`src/rtl/tmds_decode.sv`:
```
`default_nettype none
// ============================================================================
// Module      : tmds_decode
// Description : Receive-side decoder for one TMDS channel. Recovers DE, the
//               two control bits and the 8-bit pixel from 10-bit symbols
//               delivered by a per-channel deserializer. Flags invalid data
//               symbols and runs a word-alignment state machine that pulses
//               bitslip back to the deserializer until it sees a steady run
//               of control tokens.
//
// Ports       : pixel_clk  in   1  pixel clock, rising edge
//               rst        in   1  synchronous active-high reset
//               tmds_data  in  10  raw symbol, bit 0 = first bit on the wire
//               bitslip    out  1  one-cycle pulse: shift word boundary by 1
//               locked     out  1  word alignment achieved
//               active     out  1  DE: current output is video data
//               ctl        out  2  {C1,C0}, held at last value during video
//               pdata      out  8  decoded pixel, 0 outside video
//               sym_err    out  1  one-cycle pulse: invalid data symbol
//
// Revision    : 1.0  initial release
// ============================================================================
module tmds_decode #(
    parameter int LOCK_CTL_COUNT = 16,
    parameter int SEARCH_TIMEOUT = 4096,
    parameter int SLIP_WAIT      = 8,
    parameter int ERR_LIMIT      = 4
) (
    input  logic       pixel_clk,
    input  logic       rst,
    input  logic [9:0] tmds_data,
    output logic       bitslip,
    output logic       locked,
    output logic       active,
    output logic [1:0] ctl,
    output logic [7:0] pdata,
    output logic       sym_err
);

    // ------------------------------------------------------------------
    // Counter widths and terminal values
    // ------------------------------------------------------------------
    localparam int c_RUN_W   = $clog2(LOCK_CTL_COUNT) + 1;
    localparam int c_TIMER_W = $clog2(SEARCH_TIMEOUT) + 1;
    localparam int c_SLIP_W  = $clog2(SLIP_WAIT) + 1;
    localparam int c_ERR_W   = $clog2(ERR_LIMIT) + 1;

    // Transitions fire on the edge where a counter would reach its limit,
    // so the comparisons are against limit-1 on the current value.
    localparam logic [c_RUN_W-1:0]   c_RUN_LAST   = c_RUN_W'(LOCK_CTL_COUNT - 1);
    localparam logic [c_TIMER_W-1:0] c_TIMER_LAST = c_TIMER_W'(SEARCH_TIMEOUT - 1);
    localparam logic [c_SLIP_W-1:0]  c_SLIP_LAST  = c_SLIP_W'(SLIP_WAIT - 1);
    localparam logic [c_ERR_W-1:0]   c_ERR_MAX    = c_ERR_W'(ERR_LIMIT);

    // Control token encodings
    localparam logic [9:0] c_TOK_00 = 10'h354;
    localparam logic [9:0] c_TOK_01 = 10'h0AB;
    localparam logic [9:0] c_TOK_10 = 10'h154;
    localparam logic [9:0] c_TOK_11 = 10'h2AB;

    typedef enum logic [1:0] {
        S_SEARCH = 2'd0,
        S_SLIP   = 2'd1,
        S_LOCKED = 2'd2
    } state_t;

    // ------------------------------------------------------------------
    // Stage 1: register the raw symbol and classify it
    // ------------------------------------------------------------------
    logic       w_in_is_ctl;
    logic [1:0] w_in_ctl_val;

    always_comb begin
        w_in_is_ctl  = 1'b1;
        w_in_ctl_val = 2'b00;
        case (tmds_data)
            c_TOK_00: w_in_ctl_val = 2'b00;
            c_TOK_01: w_in_ctl_val = 2'b01;
            c_TOK_10: w_in_ctl_val = 2'b10;
            c_TOK_11: w_in_ctl_val = 2'b11;
            default:  w_in_is_ctl  = 1'b0;
        endcase
    end

    logic [9:0] r_q;
    logic       r_is_ctl;
    logic [1:0] r_ctl_val;

    always_ff @(posedge pixel_clk) begin
        if (rst) begin
            r_q       <= '0;
            r_is_ctl  <= 1'b0;
            r_ctl_val <= 2'b00;
        end else begin
            r_q       <= tmds_data;
            r_is_ctl  <= w_in_is_ctl;
            r_ctl_val <= w_in_ctl_val;
        end
    end

    // ------------------------------------------------------------------
    // Data decode and validity of the stage-1 symbol
    // ------------------------------------------------------------------
    logic [7:0] w_d;
    logic [7:0] w_pix;
    logic [3:0] w_ones;
    logic       w_exp8;
    logic       w_err;

    always_comb begin
        // Bit 9 marks an inverted payload
        w_d      = r_q[9] ? ~r_q[7:0] : r_q[7:0];
        w_pix    = '0;
        w_pix[0] = w_d[0];
        // Bit 8 selects between the XOR and XNOR transition chains
        for (int i = 1; i < 8; i++) begin
            w_pix[i] = r_q[8] ? (w_d[i] ^ w_d[i-1]) : ~(w_d[i] ^ w_d[i-1]);
        end
    end

    always_comb begin
        w_ones = '0;
        for (int i = 0; i < 8; i++) begin
            w_ones = w_ones + 4'(w_pix[i]);
        end
        // A legal encoder would have picked XNOR (bit 8 = 0) exactly when
        // the pixel is ones-heavy, ties broken by bit 0 being 0.
        w_exp8 = !((w_ones > 4'd4) || ((w_ones == 4'd4) && !w_pix[0]));
    end

    assign w_err = locked && !r_is_ctl && (r_q[8] != w_exp8);

    // ------------------------------------------------------------------
    // Stage 2: output register
    // ------------------------------------------------------------------
    logic       r_active;
    logic [1:0] r_ctl;
    logic [7:0] r_pdata;
    logic       r_sym_err;

    always_ff @(posedge pixel_clk) begin
        if (rst) begin
            r_active  <= 1'b0;
            r_ctl     <= 2'b00;
            r_pdata   <= '0;
            r_sym_err <= 1'b0;
        end else if (!locked) begin
            // Unaligned symbols carry no meaning: present an idle channel
            r_active  <= 1'b0;
            r_ctl     <= 2'b00;
            r_pdata   <= '0;
            r_sym_err <= 1'b0;
        end else if (r_is_ctl) begin
            r_active  <= 1'b0;
            r_ctl     <= r_ctl_val;
            r_pdata   <= '0;
            r_sym_err <= 1'b0;
        end else begin
            // ctl keeps its last value through the video period; the pixel
            // is still delivered when the symbol is flagged invalid.
            r_active  <= 1'b1;
            r_pdata   <= w_pix;
            r_sym_err <= w_err;
        end
    end

    assign active  = r_active;
    assign ctl     = r_ctl;
    assign pdata   = r_pdata;
    assign sym_err = r_sym_err;

    // ------------------------------------------------------------------
    // Word-alignment FSM (driven by stage-1 flags)
    // ------------------------------------------------------------------
    state_t                 r_state,   w_state_nxt;
    logic [c_RUN_W-1:0]     r_run,     w_run_nxt;
    logic [c_TIMER_W-1:0]   r_timer,   w_timer_nxt;
    logic [c_SLIP_W-1:0]    r_slip,    w_slip_nxt;
    logic [c_ERR_W-1:0]     r_err,     w_err_nxt;
    logic                   r_bitslip, w_bitslip_nxt;

    always_ff @(posedge pixel_clk) begin
        if (rst) begin
            r_state   <= S_SEARCH;
            r_run     <= '0;
            r_timer   <= '0;
            r_slip    <= '0;
            r_err     <= '0;
            r_bitslip <= 1'b0;
        end else begin
            r_state   <= w_state_nxt;
            r_run     <= w_run_nxt;
            r_timer   <= w_timer_nxt;
            r_slip    <= w_slip_nxt;
            r_err     <= w_err_nxt;
            r_bitslip <= w_bitslip_nxt;
        end
    end

    always_comb begin
        w_state_nxt   = r_state;
        w_run_nxt     = r_run;
        w_timer_nxt   = r_timer;
        w_slip_nxt    = r_slip;
        w_err_nxt     = r_err;
        w_bitslip_nxt = 1'b0;

        case (r_state)
            S_SEARCH: begin
                w_run_nxt   = r_is_ctl ? r_run + 1'b1 : '0;
                w_timer_nxt = r_timer + 1'b1;
                // Lock is checked first so it wins over a coincident timeout
                if (r_is_ctl && (r_run == c_RUN_LAST)) begin
                    w_state_nxt = S_LOCKED;
                    w_run_nxt   = '0;
                    w_timer_nxt = '0;
                    w_err_nxt   = '0;
                end else if (r_timer == c_TIMER_LAST) begin
                    w_state_nxt   = S_SLIP;
                    w_bitslip_nxt = 1'b1;
                    w_run_nxt     = '0;
                    w_timer_nxt   = '0;
                    w_slip_nxt    = '0;
                end
            end

            S_SLIP: begin
                // Input is ignored while the deserializer settles
                w_slip_nxt = r_slip + 1'b1;
                if (r_slip == c_SLIP_LAST) begin
                    w_state_nxt = S_SEARCH;
                    w_slip_nxt  = '0;
                end
            end

            S_LOCKED: begin
                if (r_is_ctl) begin
                    w_err_nxt   = '0;
                    w_timer_nxt = '0;
                end else begin
                    w_timer_nxt = r_timer + 1'b1;
                    if (w_err && (r_err != c_ERR_MAX)) begin
                        w_err_nxt = r_err + 1'b1;
                    end
                    // Losing lock goes straight back to searching; the
                    // current boundary may still be right, so no bitslip.
                    if ((w_err_nxt == c_ERR_MAX) || (r_timer == c_TIMER_LAST)) begin
                        w_state_nxt = S_SEARCH;
                        w_run_nxt   = '0;
                        w_timer_nxt = '0;
                        w_slip_nxt  = '0;
                        w_err_nxt   = '0;
                    end
                end
            end

            default: begin
                w_state_nxt = S_SEARCH;
                w_run_nxt   = '0;
                w_timer_nxt = '0;
                w_slip_nxt  = '0;
                w_err_nxt   = '0;
            end
        endcase
    end

    assign bitslip = r_bitslip;
    assign locked  = (r_state == S_LOCKED);

endmodule
`default_nettype wire

```
`config.mk`:
```
export PLATFORM = sky130hd
export DESIGN_NAME = tmds_decode
export DESIGN_NICKNAME = d
export VERILOG_FILES = /design/src/rtl/tmds_decode.sv
export SDC_FILE = /design/constraint.sdc
export NUM_CORES = 1
export LEC_CHECK = 0
export ABC_AREA = 1
export BUFFER_PORTS_ARGS = -buffer_cell sky130_fd_sc_hd__buf_2
export CAP_MARGIN = 15
export CORE_MARGIN = 3
export CORE_UTILIZATION = 35
export DETAILED_ROUTE_END_ITERATION = 7
export GPL_TIMING_DRIVEN = 0
export SETUP_SLACK_MARGIN = 0.15
export SKIP_LAST_GASP = 1
export SYNTH_ARGS = -nofsm -noshare
export SYNTH_HDL_FRONTEND = slang
export SYNTH_SLANG_ARGS = --single-unit
```
`constraint.sdc`:
```
create_clock -name pixel_clk -period 4.69 [get_ports pixel_clk]
set_input_delay 0.2345 -clock pixel_clk [delete_from_list [all_inputs] [get_ports pixel_clk]]
set_output_delay 0.2345 -clock pixel_clk [all_outputs]
set_load 0.03 [all_outputs]
```
==> impl_metrics.csv <==
group,metric,value,unit
drt,ant_nets,0,
global_route,grt_max_degree,20,
synthesis,synthCells,383,
placed_design,gp_congestion,0.796,
global_route,grt_use_met1,0.155,
drt,wire_per_inst,10.5,um
floorplanning,die_y,96.8,um
placed_design,dpl_cell_area,3140,um2
clock_tree,htreeDepth,2,
sta,setup_viol,0,
synthesis,synth.area.top_cells,"dfxtp_1, nand2_1, inv_1, nor2_1, xor2_1",
clock_tree,cts_root_buffer,"clkbuf_8",
synthesis,synth-edff-count,0,
floorplanning,num_rows,32,
sta,fin_crit,4.40,ns
synthesis,synthArstFlopShare,0,
clock_tree,ctsLongestPathBuffers,2,
drt,vias,2408,
synthesis,synth_seq_area_share,0.368,
finish,fin_nets,460,
global_route,met3_usage,0.0252,
floorplanning,initial_utilization,0.367,
sta,drv_slew,0,
floorplanning,io_pins,26,
clock_tree,hold_buffers,0,
sta,rsz0062_at_grt,"true",
synthesis,ys_seq_elements,53,
pwr,power.leakage,1.67,nW
sta,finClkSkew,0.0126,ns
pwr,ir_drop,0.102,mV
sta,max_freq,227,MHz
floorplanning,die_w,96.8,um
drt,drc,0,
pwr,p_clk_frac,0.266,
status,outcome,"finished clean",
hold_path,hold_end,"r_q[8]",
placed_design,dp_hpwl,4030,um
sta,fin_hold_ws,0.114,ns
critical_path,cp.arrival,4.64,ns
critical_path,worst_setup_path_start_kind,"flop",
synthesis,syn_nets,408,
pwr,intPower,0.716,mW
pwr,switching_share,0.327,
pwr,p_comb_frac,0.280,
drt,drt-initial-drc-count,86,
synthesis,yosysMostFrequentCell,"nand2_1",
global_route,grt_pass1_vias,2248,
critical_path,r2r_end,"r_err[1]",
critical_path,r2r_slack,0.29,ns
clock_tree,cts_buffers,5,
synthesis,synth_top_area_frac,0.368,
drt,wl,5630,um
hold_path,hp-class,"primary input to flop",
global_route,grt-busiest-layer,"met2",
clock_tree,insertion_delay,0.32,ns
critical_path,r2r-start,"r_q[8]",
clock_tree,clkTransAtPathRegs,0.11,ns
sta,tns,0,ns
critical_path,worst_setup_path_end_kind,"flop",
synthesis,ys_types,35,
sta,finalHoldViolations,0,
clock_tree,clock-sinks,53,
drt,viasPerCell,4.48,
hold_path,hold-path-cell-count,2,
placed_design,numPortBuffers,25,
critical_path,reg2regPathDepth,22,
sta,tightest_slew,0.655,ns
synthesis,synth_area_leader_cell,"dfxtp_1",
finish,area_delta_synth_final,21.9,%
global_route,grt_antenna_before_repair,0,
critical_path,cp_max_fo,4,
global_route,grt_util_met2,0.194,
pwr,powerDensity,303,nW/um2
synthesis,synth_flop_cell,"dfxtp_1",
critical_path,worst_ep_required_time,4.94,ns
floorplanning,core,7850,um2
sta,maxSlewHeadroom,0.563,
synthesis,netlist_top_cells_count,"nand2_1, inv_1, dfxtp_1",
synthesis,yosys_warnings,0,
global_route,overflow,0,
global_route,grt_use_total,0.118,
pwr,seqPwrFrac,0.454,
flow_run,drv_cap,0,
global_route,grt_pass1_wl,9500,um
floorplanning,dieArea,9360,um2
pwr,power_switching,0.348,mW
synthesis,syn-cell-area,2880,um2
finish,antennaDiodeCount,0,
sta,finalCritPeriodShare,0.938,
finish,drive_above_1_share,0.261,
drt,detail_route.first_pass.iterations,4,
finish,fin_area,3510,um2
critical_path,critPathKind,"flop to flop",
hold_path,hp-start,"rst",
clock_tree,cts_tree,"done",
synthesis,syn_avg_cell_area,7.53,um2
layer usage:
layer | wire, um | share of wire
met1 | 2770 | 0.49
met2 | 2650 | 0.47
met3 | 134 | 0.024
met4 | 78 | 0.014
met5 | 0 | 0
state kept, by name (all words and copies together), names as in the netlist, 2 cells and up:
register	count
r_timer	13
r_q	10
pdata	8
r_run	5
r_slip	4
r_err	3
ctl	2
r_ctl_val	2
r_state	2
cell usage in the layout, fill, tap and decap left out, types with 2 or more instances in the layout:
master / Yosys / final
nand2_1: 79 / 76
inv_1: 68 / 68
dfxtp_1: 53 / 52
nor2_1: 39 / 37
buf_2: 2 / 26
buf_4: 0 / 18
nand4_1: 17 / 17
xor2_1: 15 / 14
nand2_2: 12 / 13
a21oi_2: 10 / 11
a21oi_1: 11 / 10
nand3_1: 9 / 9
ha_1: 9 / 8
nor2_2: 5 / 7
nand3_2: 8 / 5
clkbuf_8: 0 / 5
xnor2_1: 7 / 4
nor3_1: 4 / 4
nor4_1: 4 / 4
fa_1: 4 / 4
inv_2: 3 / 3
buf_6: 2 / 3
nand3_4: 0 / 3
nand2_4: 1 / 3
clkbuf_1: 3 / 3
o31ai_1: 3 / 3
xnor2_2: 0 / 2
buf_1: 2 / 2
o21ai_0: 2 / 2
or2_1: 2 / 2
inv_6: 0 / 2
cells by family (layout without fill, tap and decap cells):
family / Yosys count / count (layout) / share of synthesized area
buffers and inverters: 82 / 135 / 0.117
adder cells (fa/ha/maj): 13 / 13 / 0.0668
AND/OR/NAND/NOR: 183 / 183 / 0.306
flip-flops: 53 / 53 / 0.368
XOR/XNOR: 22 / 22 / 0.0668
AO/OA/AOI/OAI: 30 / 30 / 0.0751
stage by stage:
step	total power, mW	util	std cells	worst slack [ns]
2_1_floorplan	0.685	-	383	0.449
3_3_place_gp	0.730	0.400	510	0.131
3_5_place_dp	0.735	0.400	510	0.0884
4_1_cts	1.03	0.421	524	0.158
5_1_grt	1.14	0.448	538	0.0495
6_report	1.06	0.448	538	0.293
power groups by stage:
stage / Clock (mW) / Combinational, mW / Sequential [mW]
after CTS: 0.293 / 0.259 / 0.482
after global routing: 0.312 / 0.344 / 0.486
after detailed placement: 0 / 0.243 / 0.492
after global placement: 0 / 0.239 / 0.492
final: 0.283 / 0.298 / 0.483
after floorplan: 0 / 0.196 / 0.489
cell type report:
| cell class | count | area (um2) |
|---|---|---|
| clock buffers | 5 | 68.8 |
| inverters | 72 | 270 |
| well taps | 102 | 128 |
| plain buffers | 10 | 81.3 |
| flip-flops and latches | 53 | 1060 |
| multi-input cells | 248 | 1580 |
| repair buffers | 45 | 297 |
| fillers | 786 | 4330 |
| clock inverters | 3 | 28.8 |
critical path, cell delays in order, from the launching register on:
cell and delay, ns:
dfxtp_2 0.34, buf_8 0.13, xnor2_4 0.13, xnor2_2 0.23
fa_1 0.46, fa_1 0.45, fa_1 0.49, inv_1 0.04
ha_2 0.18, fa_1 0.45, nor2_2 0.10, nand3_1 0.08
nand2_1 0.08, nand2_1 0.06, nand2_2 0.06, nand4_1 0.15
nor2_2 0.16, nor2_2 0.06, nand3_4 0.10, nand3_4 0.09
buf_4 0.15, or2_1 0.21, a21oi_2 0.11
worst max path at each step:
stage | depth (start not counted) | end | from
floorplan | 24 | r_timer[0] | r_q[8]
global placement | 24 | r_timer[0] | r_q[8]
detailed placement | 24 | r_timer[7] | r_q[8]
CTS | 24 | r_timer[0] | r_q[8]
global route | 22 | r_err[1] | r_q[8]
finish | 22 | r_err[1] | r_q[8]
repair_timing:
| item | CTS | global route |
|---|---|---|
| gates cloned | 0 | 2 |
| hold endpoints to repair | 0 | 0 |
| gates resized for setup | 4 | 20 |
| endpoints found under the setup margin | 20 | 27 |
| buffers inserted | 6 | 12 |
| pin swaps | 2 | 11 |
Note: power is estimated with default switching activity, not from simulation.
